`src/rtl/feature_dispatcher.sv`:
```
// rtl/feature_dispatcher.sv - arbitrates two feature-request interfaces into one registered dispatch stream
module feature_dispatcher #(
    parameter int CNT_W = 8
) (
    input  logic             clk,
    input  logic             rst,
    input  logic             ie1_req,
    input  logic [2:0]       ie1_code,
    output logic             ie1_ack,
    input  logic             ie2_req,
    input  logic [2:0]       ie2_code,
    output logic             ie2_ack,
    output logic             out_valid,
    output logic [2:0]       out_code,
    output logic             out_src,
    input  logic             out_ready,
    output logic             cft_flag,
    output logic [CNT_W-1:0] cft_count,
    output logic             busy
);

    typedef enum logic [1:0] {IDLE, ISSUE_A, ISSUE_B} state_t;

    state_t             state, nxt_state;
    logic               ptr, nxt_ptr;
    logic               pending, nxt_pending;
    logic [2:0]         slot_b_code, nxt_slot_b_code;
    logic               slot_b_src, nxt_slot_b_src;
    logic               nxt_ie1_ack, nxt_ie2_ack, nxt_cft_flag;
    logic               nxt_out_valid, nxt_out_src, nxt_busy;
    logic [2:0]         nxt_out_code;
    logic [CNT_W-1:0]   nxt_cft_count;
    logic [2:0]         win_code, lose_code;

    localparam logic [CNT_W-1:0] CNT_MAX = {CNT_W{1'b1}};

    // Slot A lives directly in out_code/out_src; only slot B needs separate storage.
    always_comb begin
        nxt_state       = state;
        nxt_ptr         = ptr;
        nxt_pending     = pending;
        nxt_slot_b_code = slot_b_code;
        nxt_slot_b_src  = slot_b_src;
        nxt_ie1_ack     = 1'b0;
        nxt_ie2_ack     = 1'b0;
        nxt_cft_flag    = 1'b0;
        nxt_cft_count   = cft_count;
        nxt_out_valid   = out_valid;
        nxt_out_code    = out_code;
        nxt_out_src     = out_src;
        nxt_busy        = busy;
        win_code        = ptr ? ie2_code : ie1_code;
        lose_code       = ptr ? ie1_code : ie2_code;

        case (state)
            IDLE: begin
                if (ie1_req && ie2_req) begin
                    nxt_ptr       = ~ptr;
                    nxt_ie1_ack   = 1'b1;
                    nxt_ie2_ack   = 1'b1;
                    nxt_out_code  = win_code;
                    nxt_out_src   = ptr;
                    nxt_out_valid = 1'b1;
                    nxt_busy      = 1'b1;
                    nxt_state     = ISSUE_A;
                    if (ie1_code == ie2_code) begin
                        nxt_cft_flag = 1'b1;
                        nxt_pending  = 1'b0;
                        if (cft_count != CNT_MAX) begin
                            nxt_cft_count = cft_count + CNT_W'(1);
                        end
                    end else begin
                        nxt_slot_b_code = lose_code;
                        nxt_slot_b_src  = ~ptr;
                        nxt_pending     = 1'b1;
                    end
                end else if (ie1_req || ie2_req) begin
                    nxt_ie1_ack   = ie1_req;
                    nxt_ie2_ack   = ie2_req;
                    nxt_out_code  = ie1_req ? ie1_code : ie2_code;
                    nxt_out_src   = ~ie1_req;
                    nxt_out_valid = 1'b1;
                    nxt_busy      = 1'b1;
                    nxt_pending   = 1'b0;
                    nxt_state     = ISSUE_A;
                end
            end
            ISSUE_A: begin
                if (out_ready) begin
                    if (pending) begin
                        nxt_out_code = slot_b_code;
                        nxt_out_src  = slot_b_src;
                        nxt_state    = ISSUE_B;
                    end else begin
                        nxt_out_valid = 1'b0;
                        nxt_busy      = 1'b0;
                        nxt_state     = IDLE;
                    end
                end
            end
            ISSUE_B: begin
                if (out_ready) begin
                    nxt_out_valid = 1'b0;
                    nxt_busy      = 1'b0;
                    nxt_pending   = 1'b0;
                    nxt_state     = IDLE;
                end
            end
            default: begin
                nxt_out_valid = 1'b0;
                nxt_busy      = 1'b0;
                nxt_pending   = 1'b0;
                nxt_state     = IDLE;
            end
        endcase
    end

    always_ff @(posedge clk or posedge rst) begin
        if (rst) begin
            state       <= IDLE;
            ptr         <= 1'b0;
            pending     <= 1'b0;
            slot_b_code <= 3'b000;
            slot_b_src  <= 1'b0;
            ie1_ack     <= 1'b0;
            ie2_ack     <= 1'b0;
            cft_flag    <= 1'b0;
            cft_count   <= '0;
            out_valid   <= 1'b0;
            out_code    <= 3'b000;
            out_src     <= 1'b0;
            busy        <= 1'b0;
        end else begin
            state       <= nxt_state;
            ptr         <= nxt_ptr;
            pending     <= nxt_pending;
            slot_b_code <= nxt_slot_b_code;
            slot_b_src  <= nxt_slot_b_src;
            ie1_ack     <= nxt_ie1_ack;
            ie2_ack     <= nxt_ie2_ack;
            cft_flag    <= nxt_cft_flag;
            cft_count   <= nxt_cft_count;
            out_valid   <= nxt_out_valid;
            out_code    <= nxt_out_code;
            out_src     <= nxt_out_src;
            busy        <= nxt_busy;
        end
    end

endmodule

```
`config.mk`:
```
export PLATFORM = sky130hd
export DESIGN_NAME = feature_dispatcher
export DESIGN_NICKNAME = d
export VERILOG_FILES = /design/src/rtl/feature_dispatcher.sv
export SDC_FILE = /design/constraint.sdc
export NUM_CORES = 1
export LEC_CHECK = 0
export ABC_AREA = 1
export BUFFER_PORTS_ARGS = -buffer_cell sky130_fd_sc_hd__buf_2
export CORE_ASPECT_RATIO = 1.25
export CORE_MARGIN = 2
export CORE_UTILIZATION = 50
export CTS_CLUSTER_SIZE = 14
export DETAILED_ROUTE_END_ITERATION = 7
export PLACE_DENSITY = 0.74
export SLEW_MARGIN = 20
export SYNTH_ARGS = -nofsm -noshare
export SYNTH_HDL_FRONTEND = slang
export SYNTH_SLANG_ARGS = --single-unit
```
`constraint.sdc`:
```
create_clock -name clk -period 1.6 [get_ports clk]
set_input_delay 0.16 -clock clk [delete_from_list [all_inputs] [get_ports clk]]
set_output_delay 0.16 -clock clk [all_outputs]
set_load 0.03 [all_outputs]
```
Yosys cells after proc, flatten, opt, wreduce, memory -nomap -nowiden
Index checks and enable logic that the tools add are counted.

word-level totals
  flip-flop bits (word level) = 24
  logic and storage cells = 75

operators by class
  add/sub/neg operators = 1
  reduce and logical (&&, ||, !) cells = 11
  bitwise logic cells = 4
  equality and inequality tests = 9
  mux-type cells = 38

operator list
  operator             count
  $mux 1               21
  $mux 3               7
  $reduce_and 4->1     3
  $mux 2               5
  $reduce_and 3->1     3
  $add 8x1->8 const B  1
  $ne 2x2->1 const B   4
  $ne 8x8->1 const B   1
  $pmux 1 s3           2
  $pmux 2 s3           1
  $pmux 3 s2           1
  $not 1->1            4
  $eq 3x3->1           1
  $ne 3x3->1 const B   1
  $eq 2x1->1 const B   1
  $eq 2x2->1 const B   1
  $logic_not 2->1      1
  $pmux 1 s2           1
  $reduce_and 2->1     1
  $reduce_bool 2->1    1
  $logic_and 1x1->1    1
  $logic_or 1x1->1     1

Logic depth before layout (Yosys ltp)
Gate-level depths: netlist of the first run.

  depth in word-level cells = 4
  gate-level depth with buffers = 8
  depth with buffers taken out = 8

Worst setup path before layout of the first run
OpenSTA, ideal clock, no wires.

  kind = reg-to-reg
  start = register cft_count[0]
  end = register cft_count[5]
  buffers on the path = 0
  data required time = 1.534 ns
  period minus slack after synthesis = 1.474 ns
  data arrival time = 1.409 ns
  cell stages (with the launch flop) = 8
  slack = 0.126 ns
  cell sequence = dfrtp_1 ha_1 nand2_1 nor2_1 nand2_2 nand4_4 nand2_1 nand2_1

on the way
  word-level cells in the longest chain between the ends = 2
  elaborated cells on any way between the ends = 3

RTL lines
  item                                                 line  text
  start: declaration                                   18    output logic [CNT_W-1:0] cft_count,
  start signal: assignment                             142   cft_count <= nxt_cft_count;
  branches (longest 2 deep; another with $add 8x1->8)  -

Parallel ways; which one is timed is not known.
A chain may end at the register's enable or synchronous reset.

Final worst setup path of the first run
  start = register cft_count[0]
  end = register cft_count[0]

Same word-level chain as after synthesis.

==> results of run 1 <==
-- per-layer routing --
metal,up-vias,track usage
met5,-,0
met4,0,0.0878
met3,6,0.0287
met2,33,0.377
met1,578,0.210
li1,619,-
-- state kept, by name (all words and copies together), names as in the netlist --
| signal | count |
|---|---|
| cft_count | 8 |
| out_code | 3 |
| slot_b_code | 3 |
| state | 2 |
| busy | 1 |
| cft_flag | 1 |
| ie1_ack | 1 |
| ie2_ack | 1 |
| out_src | 1 |
| pending | 1 |
| ptr | 1 |
| slot_b_src | 1 |
-- per-stage QoR --
stage	utilization	instance area (um^2)	hold WS, ns
5_1_grt	0.599	1570	0.0871
6_report	0.599	1570	0.0838
3_3_place_gp	0.586	1540	0.212
3_5_place_dp	0.586	1540	0.222
4_1_cts	0.599	1570	0.0760
2_1_floorplan	-	1370	0.175
-- Yosys cell counts (2+ instances only) --
| library cell | number |
|---|---|
| dfrtp_1 | 24 |
| nand3_1 | 13 |
| nand3b_1 | 2 |
| inv_1 | 18 |
| nor2_1 | 14 |
| a21oi_1 | 2 |
| nor2_4 | 2 |
| xor2_1 | 3 |
| o21ai_0 | 7 |
| o21ai_1 | 3 |
| nand2_2 | 3 |
| nand2_1 | 70 |
| o211ai_1 | 3 |
| nor2_8 | 2 |
-- layout make-up --
cell class                 instances  share of cell area
sequential                        24               0.382
multi-input combinational        131               0.426
timing repair buffer              30               0.102
inverter                          20              0.0493
tap                               34              0.0270
clock buffer                       3              0.0143
-- final timing paths --
path | cells past startpoint | slack (ns) | to
setup reg to reg | 7 | 0.15 | cft_count[0]$_DFFE_PP0P_
max in group asynchronous | 4 | 0.94 | out_src$_DFFE_PP0P_
setup / recovery | 7 | 0.15 | cft_count[0]$_DFFE_PP0P_
hold reg to reg | 2 | 0.50 | out_src$_DFFE_PP0P_
min in group asynchronous | 4 | 0.42 | cft_flag$_DFF_PP0_
hold / removal | 3 | 0.08 | ie2_ack$_DFF_PP0_
-- cells by family (layout without fill, tap and decap cells) --
group                      after synthesis  count (layout)  synth area share
adders and majority gates                1               1           0.00916
AOI/OAI and AO/OA                       16              16            0.0659
xor gates and xnor gates                 4               4            0.0256
buffers and inverters                   22              53            0.0705
DFF                                     24              24             0.440
and+or+nand+nor                        110             110             0.389
-- repair_timing --
action / in CTS / in global routing
setup endpoints to repair: 0 / 0
hold buffers: 1 / 0
hold endpoints to repair: 24 / 0
gates resized for setup: 0 / 0
-- power by group --
| part | internal [mW] | switching, mW | leakage (nW) |
|---|---|---|---|
| clock | 0.0881 | 0.174 | 0.0138 |
| combinational | 0.350 | 0.721 | 0.599 |
| sequential | 0.800 | 0.147 | 0.312 |
-- critical path, cell delays in order (launching register included) --
cell and delay (ns):
dfrtp_1 0.44, ha_1 0.23, nand2_1 0.09, nor2_1 0.07, nand2_2 0.18, nand4_4 0.18, nand2_1 0.10, nand2_1 0.06
==> impl_metrics.tcl, run 1 <==
set metrics [dict create \
    syn_to_final_growth_pct 15.1 \
    max_slew_margin 0.795 \
    yosys.area.top_type_share 0.440 \
    cts.htree.levels 1 \
    avgSynthCellArea_um2 7.72 \
    diodes 0 \
    ys.flop_type "dfrtp_1" \
    fin_skew_ns 0.00492 \
    port_buffers 27 \
    clock_latency_ns 0.31 \
    die_y_um 62.4 \
    finalCriticalPeriod_ns 1.45 \
    drive_above_1_share 0.212 \
    grt_pass1_vias 1203 \
    place_congestion 0.707 \
    dp.cells 238 \
    dp_slack_ns 0.161 \
    yosys-top-cells-area "dfrtp_1 (44%), nand2_1 (19%), inv_1 (4.9%), nand3_1 (4.8%), nor2_1 (3.8%)" \
    die_area_um2 3170 \
    drt-initial-drc-count 46 \
    hold_violations 0 \
    synth-edff-count 0 \
    core_um2 2630 \
    cts-root-buf "clkbuf_4" \
    cp_data_required_time_ns 1.82 \
    vias 1236 \
    grt-ovfl-total 0 \
    grt_pass1_wl_mm 4.88 \
    p_total_mw 2.28 \
    wl_met1_mm 1.09 \
    arrival_ns 1.66 \
    slew_viol_final 0 \
    drv_cap 0 \
    dpl.hpwl_mm 2.13 \
    multi_input_area_um2 669 \
    cts_made_buffers 3 \
    tightestPinTransition_ns 0.307 \
    num-nets-final 222 \
    first_pass_iters 4 \
    highest_layer "met4" \
    met3_length_um 95 \
    cts_setup_buffers 0 \
    hold_start "ie2_req" \
    yosys_warnings 0 \
    path_class "flop to flop" \
    layout_common_cells "nand2_1 (70), buf_2 (27), dfrtp_1 (24)" \
    grt.total_usage 0.199 \
    syn-cell-area_um2 1370 \
    rsz0062_at_grt "no" \
    wl_mm 2.72 \
    syn_inst 177 \
    cp-start-kind "flop" \
    drc 0 \
    cp-startpoint "cft_count[0]$_DFFE_PP0P_" \
    ys_seq_area_frac 0.440 \
    hold_path_class "input pin to flop" \
    antenna_left 0 \
    ys_ff_latch 24 \
    cts.clk_slew.worst_paths_ns 0.13 \
    end_kind "flop" \
    cts_buffer_depth 2 \
    vdd_drop_max_uv 746 \
    n_fill_cell 255 \
    fin_tns_setup_ns 0 \
    rows 21 \
    setup_viol 0 \
    antenna_found_initial 0 \
    ios 28 \
    cp_max_fo 9 \
    initial_core_util 0.520 \
    status "finished clean" \
    drt-wirelength-per-cell_um 11.2 \
    p_per_area_nw_per_um2 1450 \
    layout.cells.non_filler 242 \
    register_area_um2 601 \
    grt_max_degree 25 \
    die_x_um 50.8 \
    cts_tree "built" \
    dr_wl_met2_mm 1.49 \
    cts.sink_count 24 \
    setup_slack_ns 0.152 \
    p_leak_nw 0.925 \
    timing.rr.start "cft_count[0]$_DFFE_PP0P_" \
    layout_commonest_cell "nand2_1" \
    async_flop_share 1.00 \
    synth_area_leader_cell "dfrtp_1" \
    syn_nets 189 \
    viasPerCell 5.11 \
    fin_crit_sh 0.905 \
    fmax_mhz 691 \
    synth_cell_types 25 \
]
(Power assumes the default switching activity.)
==> run 2: changes to the inputs <==
- CORE_UTILIZATION: 50 -> 48
- clock period: 1.6 -> 1.3 ns (I/O delays scaled with it)
==> run 2 against run 1 <==
Core utilization grew 2.1 points. Hold slack got worse by 0.010 ns. Maximum frequency grew 13%. Combinational power is 42% higher. Critical endpoint is now cft_count[7]$_DFFE_PP0P_. Via count is 0.81% higher. Clock power grew 20%. Count of clock-buffer cells in the layout unchanged. Critical path depth fell by 1. Worst setup slack worse by 0.13 ns. Sequential power is 22% higher.
==> impl_metrics.tcl, run 2 (synthesized netlist as in run 1, its figures left out) <==
set metrics [dict create \
    status "finished clean" \
    cts_buffer_depth 2 \
    cts_made_buffers 3 \
    highest_layer "met4" \
    fin_hold_ws_ns 0.0737 \
    finalCriticalPeriod_ns 1.28 \
    port_buffers 27 \
    cp_max_fo 8 \
    wl_mm 2.94 \
    dr_wl_met2_mm 1.50 \
    drt-initial-drc-count 33 \
    grt.total_usage 0.203 \
    cts.sink_count 24 \
    antenna_found_initial 0 \
    first_pass_iters 4 \
    vias 1246 \
    clock_latency_ns 0.31 \
    drc 0 \
    largest_reg_flops 8 \
    power_frac_comb 0.510 \
    num-nets-final 229 \
    p_sw_mw 1.35 \
    utilization 0.620 \
    p_int_mw 1.63 \
    wl_met1_mm 1.26 \
    tightestPinTransition_ns 0.411 \
    rsz0062_at_grt "yes" \
    dp_slack_ns -0.0166 \
    power_frac_seq 0.385 \
    p_leak_nw 0.964 \
    diodes 0 \
    cts_tree "built" \
    p_per_area_nw_per_um2 1780 \
    setup_slack_ns 0.0221 \
    grt-ovfl-total 0 \
    syn_to_final_growth_pct 22.7 \
    crit_family "simple AND/OR/NAND/NOR gates" \
    viasPerCell 5.00 \
    layout_common_cells "nand2_1 (64), buf_2 (27), dfrtp_1 (21)" \
    end_kind "flop" \
    die_area_um2 3290 \
    cp_data_required_time_ns 1.51 \
    largestRegisters "cft_count x8, out_code x3, slot_b_code x3" \
    cp-start-kind "flop" \
    die_x_um 51.7 \
    drt-wirelength-per-cell_um 11.8 \
    drive_above_1_share 0.302 \
    slowest_delay_ns 0.45 \
    max_slew_margin 0.726 \
    place_congestion 0.791 \
    antenna_left 0 \
    cp_common_cell "nand2_2" \
    fin_crit_sh 0.983 \
    slew_viol_final 0 \
    hold_path_class "input pin to flop" \
    dp.cells 239 \
    grt_max_degree 15 \
    power_frac_clock 0.105 \
    crit_slowest_cell "dfrtp_1" \
    core_um2 2710 \
    arrival_ns 1.49 \
    fmax_mhz 783 \
    rows 21 \
    cts.htree.levels 1 \
    met3_length_um 138 \
    fin_skew_ns 0.00224 \
    p_total_mw 2.99 \
    cp_cell_sequence "nor2_4 > inv_4 > nor2_8 > nand4_4 > nand2_2 > nand2_2" \
    dpl.hpwl_mm 2.24 \
    initial_core_util 0.505 \
    grt_pass1_vias 1175 \
    grt_pass1_wl_mm 5.07 \
    vdd_drop_max_uv 1250 \
    worst-path-buf-inv 1 \
    top_register "cft_count" \
    layout_commonest_cell "nand2_1" \
    drv_cap 0 \
    hold_violations 0 \
    die_y_um 63.7 \
    cts-root-buf "clkbuf_4" \
    ios 28 \
    layout.cells.non_filler 249 \
    path_class "flop to flop" \
    setup_viol 0 \
    cts.clk_slew.worst_paths_ns 0.12 \
    switching_share 0.454 \
]
[run 2: worst paths after layout]
check                                        start                        to  slack (ns)  depth (start not counted)
max                           state[0]$_DFFE_PP0P_  cft_count[7]$_DFFE_PP0P_        0.02                          6
min                                        ie1_req         ie1_ack$_DFF_PP0_        0.07                          3
max reg2reg                   state[0]$_DFFE_PP0P_  cft_count[7]$_DFFE_PP0P_        0.02                          6
min reg2reg                out_code[2]$_DFFE_PP0P_   out_code[2]$_DFFE_PP0P_        0.49                          2
max in group asynchronous                      rst      state[1]$_DFFE_PP0P_        0.42                          4
min in group asynchronous                      rst  cft_count[0]$_DFFE_PP0P_        0.33                          3
[run 2: stage by stage]
step | setup TNS (ns) | instance area, um^2
floorplan | 0 | 1400
global placement | 0 | 1580
detailed placement | -0.0185 | 1580
CTS | 0 | 1650
global route | -0.436 | 1680
finish | 0 | 1680
[run 2: layout make-up]
cell class              instances  area [um^2]
fillers                       242         1030
multi-input cells             131          714
flip-flops and latches         24          604
repair buffers                 37          213
inverters                      20         80.1
well taps                      34         42.5
clock buffers                   3         22.5
[run 2: worst register-to-register path: cells and delay by family, from the launching register on]
family	cells	cell delay [ns]
buffers and inverters	1	0.07
DFF	1	0.45
and+or+nand+nor	5	0.66
[run 2: routing by layer]
metal,vias up,GRT usage
li1,632,-
met1,567,0.248
met2,41,0.356
met3,6,0.0308
met4,0,0.0691
met5,-,0
[run 2: power by group through the flow]
stage          Sequential (mW)  Clock [mW]  Combinational [mW]
2_1_floorplan             1.39           0               0.865
3_3_place_gp              1.16           0                1.38
3_5_place_dp              1.18           0                1.41
4_1_cts                   1.15       0.329                1.48
5_1_grt                   1.18       0.356                1.70
6_report                  1.15       0.315                1.52
[run 2: what timing repair did]
item | 4_1_cts | 5_1_grt
setup buffers | 5 | 1
setup endpoints to repair | 4 | 18
cloned | 0 | 0
hold buffers | 1 | 0
gates resized for setup | 3 | 7
endpoints found under the hold margin | 10 | 0
pin swaps | 3 | 12
